==> config.mk <==
export PLATFORM = sky130hd
export DESIGN_NAME = gpr_wb_arbiter
export DESIGN_NICKNAME = d
export VERILOG_FILES = /design/src/rtl/gpr_wb_pkg.sv /design/src/rtl/gpr_wb_fifo.sv /design/src/rtl/gpr_wb_arbiter.sv
export SDC_FILE = /design/constraint.sdc
export NUM_CORES = 1
export LEC_CHECK = 0
export CAP_MARGIN = 20
export CORE_MARGIN = 2
export CORE_UTILIZATION = 50
export CTS_CLUSTER_SIZE = 8
export DETAILED_ROUTE_END_ITERATION = 10
export GPL_ROUTABILITY_DRIVEN = 0
export PLACE_DENSITY = 0.77
export SLEW_MARGIN = 25
export SYNTH_ARGS = -nofsm -noshare
export SYNTH_HDL_FRONTEND = slang
export SYNTH_SLANG_ARGS = --single-unit
==> constraint.sdc <==
create_clock -name clk -period 3.1 [get_ports clk]
set_clock_uncertainty 0.1 [all_clocks]
set_input_delay 0.465 -clock clk [delete_from_list [all_inputs] [get_ports clk]]
set_output_delay 0.465 -clock clk [all_outputs]
set_load 0.1 [all_outputs]
==> src/rtl/gpr_wb_pkg.sv <==
// Shared types and widths for the GPR writeback arbiter.
// Writeback entries pair a destination register with its result.
package gpr_wb_pkg;

  localparam int WORD    = 32;
  localparam int ADDR_W  = 5;
  localparam int NUM_GPR = 32;

  typedef struct packed {
    logic [ADDR_W-1:0] addr;
    logic [WORD-1:0]   data;
  } wb_entry_t;

endpackage

==> src/rtl/gpr_wb_fifo.sv <==
// Load-result FIFO with occupancy count.
// Pointers wrap modulo DEPTH; push when full is ignored.
import gpr_wb_pkg::*;

module gpr_wb_fifo #(
  parameter  int DEPTH = 4,
  parameter  int W     = $bits(wb_entry_t),
  localparam int PW    = $clog2(DEPTH),
  localparam int CW    = PW + 1
) (
  input  logic          clk,
  input  logic          rst,
  input  logic          push_i,
  input  logic [W-1:0]  din_i,
  input  logic          pop_i,
  output logic [W-1:0]  dout_o,
  output logic [CW-1:0] count_o,
  output logic          full_o,
  output logic          empty_o
);

  logic [W-1:0]  mem_q [DEPTH];
  logic [PW-1:0] wptr_q, wptr_d;
  logic [PW-1:0] rptr_q, rptr_d;
  logic [CW-1:0] cnt_q, cnt_d;
  logic          do_push, do_pop;

  assign full_o  = (cnt_q == CW'(DEPTH));
  assign empty_o = (cnt_q == '0);
  assign do_push = push_i && !full_o;
  assign do_pop  = pop_i && !empty_o;
  assign dout_o  = mem_q[rptr_q];
  assign count_o = cnt_q;

  // Next pointer and occupancy values.
  always_comb begin
    wptr_d = wptr_q;
    rptr_d = rptr_q;
    cnt_d  = cnt_q;
    if (do_push) wptr_d = wptr_q + PW'(1);
    if (do_pop)  rptr_d = rptr_q + PW'(1);
    if (do_push && !do_pop) cnt_d = cnt_q + CW'(1);
    if (!do_push && do_pop) cnt_d = cnt_q - CW'(1);
  end

  // Storage array; contents need no reset.
  always_ff @(posedge clk) begin
    if (do_push) mem_q[wptr_q] <= din_i;
  end

  // Pointer and count registers.
  always_ff @(posedge clk or negedge rst) begin
    if (!rst) begin
      wptr_q <= '0;
      rptr_q <= '0;
      cnt_q  <= '0;
    end else begin
      wptr_q <= wptr_d;
      rptr_q <= rptr_d;
      cnt_q  <= cnt_d;
    end
  end

endmodule

==> src/rtl/gpr_wb_arbiter.sv <==
// GPR write-port arbiter: ALU priority, buffered loads, busy scoreboard.
// Option GPR_WB_R0_DISCARD_EN: results to r0 are consumed without a write.
import gpr_wb_pkg::*;

module gpr_wb_arbiter #(
  parameter  int DEPTH        = 4,
  parameter  int STARVE_LIMIT = 8,
  parameter  int WORD         = gpr_wb_pkg::WORD,
  parameter  int ADDR_W       = gpr_wb_pkg::ADDR_W,
  localparam int CW           = $clog2(DEPTH) + 1,
  localparam int SW           = $clog2(STARVE_LIMIT + 1),
  localparam int EW           = ADDR_W + WORD
) (
  input  logic               clk,
  input  logic               rst,
  input  logic               alu_valid,
  input  logic [ADDR_W-1:0]  alu_addr,
  input  logic [WORD-1:0]    alu_data,
  output logic               alu_stall,
  input  logic               ld_valid,
  output logic               ld_ready,
  input  logic [ADDR_W-1:0]  ld_addr,
  input  logic [WORD-1:0]    ld_data,
  input  logic               issue_valid,
  input  logic [ADDR_W-1:0]  issue_addr,
  output logic [NUM_GPR-1:0] busy_mask,
  output logic [CW-1:0]      fifo_count,
  output logic               we,
  output logic [ADDR_W-1:0]  wr_addr,
  output logic [WORD-1:0]    wr_data
);

  logic [EW-1:0]      head;
  logic [ADDR_W-1:0]  head_addr;
  logic [WORD-1:0]    head_data;
  logic               full, empty;
  logic               push, pop, sel_alu;
  logic [ADDR_W-1:0]  sel_addr;
  logic [WORD-1:0]    sel_data;
  logic               wr_en;
  logic               starving, hit;
  logic [SW-1:0]      scnt_q, scnt_d;
  logic               stall_q, stall_d;
  logic [NUM_GPR-1:0] busy_q, busy_d;
  logic [NUM_GPR-1:0] set_m, clr_m;
  logic               we_q, we_d;
  logic [ADDR_W-1:0]  addr_q, addr_d;
  logic [WORD-1:0]    data_q, data_d;

  assign ld_ready = (fifo_count < CW'(DEPTH));
  assign push     = ld_valid && ld_ready;

  gpr_wb_fifo #(
    .DEPTH (DEPTH),
    .W     (EW)
  ) u_fifo (
    .clk     (clk),
    .rst     (rst),
    .push_i  (push),
    .din_i   ({ld_addr, ld_data}),
    .pop_i   (pop),
    .dout_o  (head),
    .count_o (fifo_count),
    .full_o  (full),
    .empty_o (empty)
  );

  assign head_addr = head[EW-1 -: ADDR_W];
  assign head_data = head[WORD-1:0];

  // A stall cycle forces the load path even if ALU misbehaves.
  assign sel_alu = alu_valid && !stall_q;
  assign pop     = !empty && (stall_q || !alu_valid);

  assign sel_addr = sel_alu ? alu_addr : head_addr;
  assign sel_data = sel_alu ? alu_data : head_data;

`ifdef GPR_WB_R0_DISCARD_EN
  assign wr_en = (sel_alu || pop) && (sel_addr != '0);
`else
  assign wr_en = sel_alu || pop;
`endif

  // Starvation counter and one-cycle stall request.
  always_comb begin
    starving = full && alu_valid;
    hit      = starving && (scnt_q == SW'(STARVE_LIMIT - 1));
    scnt_d   = '0;
    if (starving && !hit) scnt_d = scnt_q + SW'(1);
    stall_d  = hit;
  end

  // Busy scoreboard: set wins over clear, r0 never busy.
  always_comb begin
    set_m  = '0;
    clr_m  = '0;
    if (issue_valid) set_m = NUM_GPR'(1) << issue_addr;
    if (pop)         clr_m = NUM_GPR'(1) << head_addr;
    busy_d = ((busy_q & ~clr_m) | set_m) & ~NUM_GPR'(1);
  end

  // Write-port next state; idle cycles hold address and data.
  always_comb begin
    we_d   = wr_en;
    addr_d = addr_q;
    data_d = data_q;
    if (sel_alu || pop) begin
      addr_d = sel_addr;
      data_d = sel_data;
    end
  end

  // All arbiter state registers.
  always_ff @(posedge clk or negedge rst) begin
    if (!rst) begin
      scnt_q  <= '0;
      stall_q <= 1'b0;
      busy_q  <= '0;
      we_q    <= 1'b0;
      addr_q  <= '0;
      data_q  <= '0;
    end else begin
      scnt_q  <= scnt_d;
      stall_q <= stall_d;
      busy_q  <= busy_d;
      we_q    <= we_d;
      addr_q  <= addr_d;
      data_q  <= data_d;
    end
  end

  assign alu_stall = stall_q;
  assign busy_mask = busy_q;
  assign we        = we_q;
  assign wr_addr   = addr_q;
  assign wr_data   = data_q;

  a_no_alu_in_stall : assert property (
    @(posedge clk) disable iff (!rst) !(alu_stall && alu_valid)
  ) else $error("alu_valid asserted during alu_stall");

endmodule
=== Word level (Yosys, flattened, before mapping) ===
Memory sizes are Yosys's and may differ from the RTL's.
Index checks and enable logic that the tools add are counted.

* Logic and storage cells: 53
* Input bits: 84
* Memories: 1
* Register bits after elaboration: 81
* Output and inout port bits: 75
* Bits in writable memories: 148

* Shifts and indexed selects: 2
* Mux-type cells: 9
* Bitwise logic cells: 3
* Reductions and logical operators: 21
* $lt $le $gt $ge: 1
* $add $sub $neg: 5
* Equal/unequal tests: 2

{| class="wikitable"
|+ Memory list
! name !! words !! width !! read ports !! clocked after memory_dff !! wr ports !! line !! source
|-
| u_fifo.mem_q || 4 || 37 || 1 || 0 || 1 || gpr_wb_fifo.sv:22 || <nowiki>logic [W-1:0] mem_q [DEPTH];</nowiki>
|}

{| class="wikitable"
|+ Operators with widths
! kind !! count
|-
| $mux W32 || 3
|-
| $shl A1 B5 Y32 const A || 2
|-
| $and A32 B32 Y32 || 1
|-
| $not A32 Y32 || 1
|-
| $or A32 B32 Y32 || 1
|-
| $logic_and A1 B1 Y1 || 10
|-
| $logic_not A1 Y1 || 7
|-
| $mux W3 || 2
|-
| $mux W5 || 1
|-
| $add A2 B1 Y2 const B || 2
|-
| $add A4 B1 Y4 const B || 1
|-
| $eq A4 B3 Y1 const B || 1
|-
| $mux W4 || 1
|-
| $add A3 B1 Y3 const B || 1
|-
| $eq A3 B3 Y1 const B || 1
|-
| $logic_not A3 Y1 || 1
|-
| $lt A3 B3 Y1 const B || 1
|-
| $sub A3 B1 Y3 const B || 1
|-
| $logic_or A1 B1 Y1 || 2
|-
| $mux W1 || 2
|-
| $reduce_bool A2 Y1 || 1
|}

=== Logic depth before layout (Yosys ltp) ===
Gate-level depths: netlist of the first run.

* Word-level depth: 8
* Depth in mapped cells: 9

=== Cells and area by module ===
From an unflattened synthesis of the first run, not the netlist that was laid out.

* Cell total of the unflattened synthesis: 550
* Area, all modules: 9,121.2 µm²

{| class="wikitable"
|+ By module, submodules not included
! module !! seq. area each (µm²) !! area an instance (µm²) !! instances !! cells each
|-
| gpr_wb_fifo || 4,619.4 || 5,755.5 || 1 || 230
|-
| gpr_wb_arbiter || 1,851.8 || 3,365.7 || 1 || 320
|}

=== Least setup slack after synthesis of the first run ===
No wires, ideal clock.

* Path type: register to register
* From: reg u_fifo.cnt_q[0], in the netlist u_fifo.count_o[0]
* To: reg u_fifo.cnt_q[2], in the netlist u_fifo.count_o[2]
* Arrival time: 2.537 ns
* Path buffers: 0
* Setup slack: 0.307 ns
* Stages on the path, launching flop included: 9
* Library setup time: 0.156 ns
* Path through: dfrtp_1 nor3_1 nor2_1 ha_1 inv_1 fa_1 xor2_1 nor2_1 xnor2_1

* Word-level cells in the longest chain between the ends: 7

{| class="wikitable"
|+ Ends and longest elaborated chain
! what !! line !! source
|-
| start, declared || gpr_wb_fifo.sv:25 || <nowiki>logic [CW-1:0] cnt_q, cnt_d;</nowiki>
|-
| start signal, assigned || gpr_wb_fifo.sv:60 || <nowiki>cnt_q <= cnt_d;</nowiki>
|-
| $logic_not A3 Y1 (*) || gpr_wb_fifo.sv:29 || <nowiki>assign empty_o = (cnt_q == '0);</nowiki>
|-
| $logic_not A1 Y1 (*) || gpr_wb_fifo.sv:31, gpr_wb_arbiter.sv:73 ||
|-
| $logic_and A1 B1 Y1 || gpr_wb_arbiter.sv:73 || <nowiki>assign pop = !empty && (stall_q || !alu_valid);</nowiki>
|-
| $logic_and A1 B1 Y1 (*) || gpr_wb_fifo.sv:31 || <nowiki>assign do_pop = pop_i && !empty_o;</nowiki>
|-
| named net u_fifo.do_pop || gpr_wb_fifo.sv:26 || <nowiki>logic do_push, do_pop;</nowiki>
|-
| $logic_not A1 Y1 || gpr_wb_fifo.sv:42 || <nowiki>if (do_push && !do_pop) cnt_d = cnt_q + CW'(1);</nowiki>
|-
| $logic_and A1 B1 Y1 || gpr_wb_fifo.sv:42 ||
|-
| $reduce_bool A2 Y1 (no line) || - ||
|}

Mark *: on every way through the listed nets, which the timed path passes. The rest lies on a longest branch. The select of a mux whose other input is x is not followed.
A chain may end at the register's enable or synchronous reset.

=== Worst setup path after layout of the first run ===
* From: reg u_fifo.rptr_q[1]
* To: reg busy_q[21], in the netlist busy_mask[21]

* Word-level cells in the longest chain between the ends: 6

{| class="wikitable"
|+ Ends and longest elaborated chain
! what !! line !! source
|-
| start, declared || gpr_wb_fifo.sv:24 || <nowiki>logic [PW-1:0] rptr_q, rptr_d;</nowiki>
|-
| start signal, assigned || gpr_wb_fifo.sv:59 || <nowiki>rptr_q <= rptr_d;</nowiki>
|-
| $mem_v2 Z4 W37 || - ||
|-
| $shl A1 B5 Y32 || gpr_wb_arbiter.sv:98 || <nowiki>if (pop) clr_m = NUM_GPR'(1) << head_addr;</nowiki>
|-
| $mux W32 || gpr_wb_arbiter.sv:98 ||
|-
| $not A32 Y32 || gpr_wb_arbiter.sv:99 || <nowiki>busy_d = ((busy_q & ~clr_m) | set_m) & ~NUM_GPR'(1);</nowiki>
|-
| $and A32 B32 Y32 || gpr_wb_arbiter.sv:99 ||
|-
| $or A32 B32 Y32 || gpr_wb_arbiter.sv:99 ||
|-
| named net busy_d[21] || gpr_wb_arbiter.sv:44 || <nowiki>logic [NUM_GPR-1:0] busy_q, busy_d;</nowiki>
|-
| end signal, assigned || gpr_wb_arbiter.sv:125 || <nowiki>busy_q <= busy_d;</nowiki>
|-
| end, declared || gpr_wb_arbiter.sv:44 ||
|}

The timed path passes the listed nets, and every way through them passes these cells.

==> results of run 1 <==
==> flip-flops by register name, indices dropped and copies added (netlist names) <==
signal / count
u_fifo.rptr_q: 2
scnt_q: 4
u_fifo.wptr_q: 2
u_fifo.count_o: 3
wr_addr: 5
u_fifo.mem_q: 148
alu_stall: 1
wr_data: 32
busy_mask: 31
we: 1
==> through the flow <==
stage / area [um^2] / power [W] / utilization (%) / hold slack (ps) / cells
2_1_floorplan: 9070 / 0.00887 / - / 69.4 / 611
3_3_place_gp: 10800 / 0.0102 / 60.3 / 346 / 980
3_5_place_dp: 10800 / 0.0103 / 60.3 / 355 / 980
4_1_cts: 11800 / 0.0138 / 66.0 / 361 / 1040
5_1_grt: 11800 / 0.0142 / 66.0 / 376 / 1041
6_report: 11800 / 0.0136 / 66.0 / 359 / 1041
==> worst max-delay path: cells and delay by family (launching register included) <==
family | cells | cell delay [ps]
AND/OR/NAND/NOR | 2 | 870
flip-flops | 1 | 690
multiplexers | 1 | 450
AO/OA/AOI/OAI | 1 | 180
==> power groups by stage <==
| stage | Sequential, W | Clock [W] | Combinational (W) |
|---|---|---|---|
| final | 0.00441 | 0.00336 | 0.00588 |
| after floorplan | 0.00714 | 0 | 0.00173 |
| after CTS | 0.00441 | 0.00344 | 0.00591 |
| after detailed placement | 0.00445 | 0 | 0.00589 |
| after global routing | 0.00448 | 0.00357 | 0.00615 |
| after global placement | 0.00441 | 0 | 0.00579 |
==> kinds of logic after synthesis <==
group,Yosys count,synth area share (%)
flops,229,71.3
simple gates,196,9.60
compound gates,79,5.54
buf+inv,53,2.37
mux,38,9.30
xor+xnor,8,0.772
fa+ha+maj,7,1.05
other cells,1,0.0413
==> final timing paths <==
check                                 start             to  slack (ps)
max                        u_fifo.rptr_q[1]  busy_mask[21]         680
min                               scnt_q[0]      scnt_q[0]         360
max reg2reg                u_fifo.rptr_q[1]  busy_mask[21]         680
min reg2reg                       scnt_q[0]      scnt_q[0]         360
max in group asynchronous               rst     wr_data[2]        1760
min in group asynchronous               rst      scnt_q[1]         440
==> layout make-up <==
| type | instances | area, um^2 | share of cell area [%] |
|---|---|---|---|
| antenna | 1 | 2.50 | 0.0212 |
| sequential | 229 | 6470 | 54.8 |
| timing repair buffer | 172 | 1560 | 13.2 |
| clock buffer | 56 | 943 | 7.99 |
| multi-input combinational | 329 | 2400 | 20.3 |
| clock inverter | 3 | 58.8 | 0.498 |
| tap | 229 | 287 | 2.43 |
| inverter | 22 | 82.6 | 0.699 |
==> placed cells by master, fill, tap and decap left out, types with 4 or more instances in the layout <==
cell	netlist	final
a222oi_1	5	5
buf_12	0	5
o31ai_1	6	6
dfrtp_1	81	79
buf_4	1	84
xnor2_1	5	5
clkbuf_16	0	34
nand3_1	10	10
nor2_1	47	47
and2_2	0	4
ha_1	6	6
clkbuf_1	21	21
nand2b_1	6	5
a31oi_1	32	32
nand2_1	103	103
o21ai_1	9	9
mux4_2	37	37
inv_1	22	21
o21ai_0	18	18
edfxtp_1	148	148
nor2b_1	6	5
clkdlybuf4s50_1	0	82
==> synthesized netlist by cell type, types with 2 or more instances <==
cell / count
a222oi_1: 5
a22oi_1: 3
a31oi_1: 32
and2_1: 4
buf_1: 4
buf_2: 4
clkbuf_1: 21
dfrtp_1: 81
edfxtp_1: 148
ha_1: 6
inv_1: 22
mux4_2: 37
nand2_1: 103
nand2b_1: 6
nand3_1: 10
nand3b_1: 3
nand4_1: 2
nor2_1: 47
nor2b_1: 6
nor3_1: 3
nor3b_2: 2
o21ai_0: 18
o21ai_1: 9
o221ai_1: 2
o31ai_1: 6
or3_1: 2
xnor2_1: 5
xor2_1: 3
==> layer usage <==
metal | part of all wire [%] | wire length (um) | GRT usage [%] | up-vias
met5 | 0.055 | 11 | 0 | -
li1 | - | - | - | 2622
met2 | 50 | 9990 | 35.5 | 272
met4 | 2.8 | 556 | 8.13 | 2
met3 | 9.3 | 1870 | 5.84 | 45
met1 | 38 | 7740 | 27.4 | 2903
==> what timing repair did <==
| item | CTS | global route |
|---|---|---|
| hold buffers | 1 | 0 |
| hold endpoints to repair | 48 | 0 |
| setup endpoints to repair | 0 | 0 |
==> flow_metrics.py, run 1 <==
metrics = {
    "synth": {
        "yosys.area.top_type": "edfxtp_1",
        "ys_types": 45,
        "synth.top_cell.area_share_pct": 49.0,
        "yosysWarnings": 0,
        "ys.flop_type": "edfxtp_1",
        "syn_area_um2": 9070,
        "syn_nets": 702,
        "ys_seq_area_share_pct": 71.3,
        "async_flop_share_pct": 35.4,
        "synthTopCellsByArea": "edfxtp_1 49%, dfrtp_1 22%, mux4_2 9.2%",
        "avgSynthCellArea_um2": 14.8,
        "ys_seq_elements": 229,
        "synth-edff-count": 148,
        "netlist_instances": 611,
    },
    "finish": {
        "num-fill-cells": 1252,
        "final_nets": 879,
        "syn2layout_area_growth_pct": 30.2,
        "drive_gt1_share_pct": 21.8,
    },
    "clock_network": {
        "post_cts_buffers": 0,
        "cts_sinks": 229,
        "cts_root_buf": "clkbuf_16",
        "clkTransAtPathRegs_ps": 50,
        "cts_resized": 0,
        "numCtsBuffers": 34,
        "cts_tree": "built",
        "cts_max_level": 2,
        "cts_buffer_depth": 3,
        "clk-insertion-delay-late_ps": 510,
    },
    "routing": {
        "wl_mm": 20.2,
        "drt_iter0_drc": 351,
        "vias_per_cell": 5.61,
        "drtAntennaViolNets": 0,
        "drc": 0,
        "vias": 5844,
        "avgRoutedWirePerCell_um": 19.4,
        "firstDrtPassIters": 5,
    },
    "grt": {
        "grt_max_degree": 66,
        "grt_pass1_wl_mm": 32.4,
        "overflow": 0,
        "grt_usage_pct": 21.4,
        "grt_pass1_vias": 6190,
        "antenna_found_initial": 2,
    },
    "pwr": {
        "peakVddDrop_mv": 1.25,
        "swShare_pct": 44.1,
        "p_sw_w": 0.00602,
        "combPwrFrac_pct": 43.1,
        "pwr-share-clk_pct": 24.6,
        "leakagePower_nw": 4.57,
        "p_int_w": 0.00762,
        "p_per_area_nw_per_um2": 1160,
        "pwr-share-seq_pct": 32.3,
    },
    "sta": {
        "layout_min_cycle_time_ps": 2420,
        "slew_headroom_pct": 52.5,
        "rsz0062_at_grt": "no",
        "fmax_mhz": 413,
        "finalCritPeriodShare_pct": 78.2,
        "tightest_slew_ps": 712,
        "report.final.slew_viol_count": 0,
        "fin_tns_setup_ps": 0,
        "setup_ws_ps": 677,
        "setup_viol": 0,
        "hold_viol": 0,
    },
    "die": {
        "core_um2": 17900,
        "die_w_um": 139,
        "ios": 159,
        "fp-row-count": 49,
        "initial_core_util_pct": 50.7,
        "die_area_um2": 19200,
        "die_y_um": 139,
    },
    "critical_path": {
        "cp_cell_sequence": "mux4_2 > or3_1 > nor3b_2 > o221ai_1",
        "timing.reg2reg.worst_path_depth": 4,
        "worst-setup-path-type": "reg -> reg",
        "crit_slowest_cell": "dfrtp_2",
        "path_max_fanout": 20,
        "start_kind": "flop",
        "slowest_delay_ps": 690,
        "arrival_ps": 2680,
        "cp.required_ps": 3360,
        "end_kind": "flop",
    },
    "flow_run": {
        "max-cap-violations": 0,
    },
    "outcome": {
        "status": "finished, final reports clean",
    },
    "place": {
        "preCtsSetupSlack_ps": 410,
        "portBuffers": 157,
        "hpwl_mm": 13.1,
    },
    "worst_hold_path": {
        "hold_depth": 1,
        "hold_path_class": "reg -> reg",
    },
}
No activity file was read; power rests on OpenSTA's default activity.
==> run 2, diff against run 1 <==
- clock period: 3.1 -> 2.5 ns (I/O delays scaled with it)
==> flow_metrics.py, run 2 (synthesized netlist as in run 1, its figures left out) <==
metrics = {
    "outcome": {
        "status": "finished, final reports clean",
    },
    "die": {
        "fp-row-count": 49,
        "die_y_um": 139,
        "ios": 159,
        "die_area_um2": 19200,
        "core_um2": 17900,
        "die_w_um": 139,
        "initial_core_util_pct": 50.7,
    },
    "clock_network": {
        "cts_resized": 0,
        "cts_buffer_depth": 3,
        "clkTransAtPathRegs_ps": 50,
        "clk-insertion-delay-late_ps": 510,
        "cts_root_buf": "clkbuf_16",
        "numCtsBuffers": 34,
        "cts_sinks": 229,
        "cts_max_level": 2,
        "cts_tree": "built",
    },
    "grt": {
        "grt_usage_pct": 22.0,
        "grt_pass1_wl_mm": 33.3,
        "antenna_found_initial": 0,
        "grt_pass1_vias": 6251,
        "grt_max_degree": 66,
        "overflow": 0,
    },
    "sta": {
        "slew_headroom_pct": 56.9,
        "tightest_slew_ps": 647,
        "setup_viol": 0,
        "rsz0062_at_grt": "no",
        "hold_viol": 0,
        "report.final.slew_viol_count": 0,
        "fin_tns_setup_ps": 0,
        "finalCritPeriodShare_pct": 93.1,
        "fmax_mhz": 430,
        "layout_min_cycle_time_ps": 2330,
    },
    "pwr": {
        "pwr-share-clk_pct": 24.5,
        "finalPower_w": 0.0169,
        "leakagePower_nw": 4.59,
        "peakVddDrop_mv": 1.69,
        "p_sw_w": 0.00749,
        "p_int_w": 0.00945,
        "pwr-share-seq_pct": 32.0,
        "p_per_area_nw_per_um2": 1430,
        "swShare_pct": 44.2,
        "combPwrFrac_pct": 43.4,
    },
    "finish": {
        "final_util_pct": 66.2,
        "largest_reg_flops": 148,
        "num-fill-cells": 1275,
        "regMostFlops": "u_fifo.mem_q",
        "antenna_cells": 0,
        "multiInputGateArea_um2": 2400,
        "regArea_um2": 6480,
        "final_cells": 1045,
        "final_common_cell": "edfxtp_1",
        "drive_gt1_share_pct": 22.7,
        "final_nets": 883,
        "syn2layout_area_growth_pct": 30.7,
        "final_cell_mix": "148 x edfxtp_1, 103 x nand2_1, 87 x buf_4",
        "finalInstanceArea_um2": 11900,
    },
    "worst_hold_path": {
        "hold_start": "alu_data[15]",
        "hold_path_class": "in -> reg",
    },
    "place": {
        "post_dp_cell_area_um2": 10800,
        "hpwl_mm": 13.3,
        "placed_cells": 984,
        "portBuffers": 157,
    },
    "critical_path": {
        "worstReg2RegStart": "u_fifo.rptr_q[0]",
        "cp.required_ps": 2760,
        "startpoint": "u_fifo.rptr_q[0]",
        "arrival_ps": 2580,
        "worst-setup-path-type": "reg -> reg",
        "end_kind": "flop",
        "path_max_fanout": 9,
        "r2r_setup_slack_ps": 170,
        "start_kind": "flop",
    },
    "routing": {
        "drtAntennaViolNets": 0,
        "drc": 0,
        "vias": 5855,
        "drt_iter0_drc": 456,
        "avgRoutedWirePerCell_um": 19.7,
        "wl_mm": 20.6,
        "vias_per_cell": 5.60,
        "firstDrtPassIters": 5,
    },
    "flow_run": {
        "max-cap-violations": 0,
    },
}
==> run 2: cell types whose count changed in the layout (fill, tap and decap cells not counted) <==
cell / previous run / this run
buf_12: 5 / 6
buf_4: 84 / 87
clkbuf_1: 21 / 22
clkbuf_8: 1 / 0
clkinv_2: 0 / 1
clkinv_8: 0 / 2
dfrtp_1: 79 / 75
dfrtp_2: 2 / 6
diode_2: 1 / 0
inv_16: 1 / 0
inv_6: 1 / 0
==> run 2: power by group through the flow <==
stage,Sequential (W),Clock (W),Combinational [W]
CTS,0.00543,0.00425,0.00741
global placement,0.00542,0,0.00728
floorplan,0.00886,0,0.00215
finish,0.00543,0.00416,0.00736
detailed placement,0.00548,0,0.00737
global route,0.00552,0.00443,0.00769
==> run 2: stage by stage <==
| step | hold slack, ps | setup slack [ps] |
|---|---|---|
| 6_report | 332 | 174 |
| 5_1_grt | 332 | 40.5 |
| 4_1_cts | 318 | 171 |
| 3_5_place_dp | 338 | 80.7 |
| 3_3_place_gp | 338 | 162 |
| 2_1_floorplan | -20.6 | 30.2 |
==> run 2: critical path: stages, from the launching register on <==
cell	delay, ps
dfrtp_2	500
mux4_2	600
or3_1	490
o31ai_1	320
o21ai_0	160
==> run 2: final timing paths <==
kind | endpoint | depth (start not counted)
setup / recovery | busy_mask[23] | 4
hold / removal | wr_data[15] | 3
setup reg to reg | busy_mask[23] | 4
hold reg to reg | scnt_q[0] | 1
max in group asynchronous | scnt_q[1] | 3
min in group asynchronous | u_fifo.count_o[2] | 2
==> run 2: layer usage <==
metal | track usage (%) | part of all wire (%) | up-vias | wire, um
li1 | - | - | 2627 | -
met1 | 28.6 | 39 | 2933 | 8120
met2 | 36.9 | 51 | 264 | 10500
met3 | 6.46 | 8.3 | 31 | 1720
met4 | 5.53 | 1.6 | 0 | 320
met5 | 0 | 0 | - | 0
==> run 2: cell type report <==
class,instances,area share (%)
Clock buffer,56,7.87
Multi-Input combinational cell,329,20.3
Tap cell,229,2.42
Clock inverter,4,0.570
Sequential cell,229,54.7
Inverter,22,0.697
Timing Repair Buffer,176,13.5
==> run 2: timing repair <==
item                                   4_1_cts  5_1_grt
endpoints found under the hold margin       47        0
setup buffers                                0        0
hold buffers                                 1        0
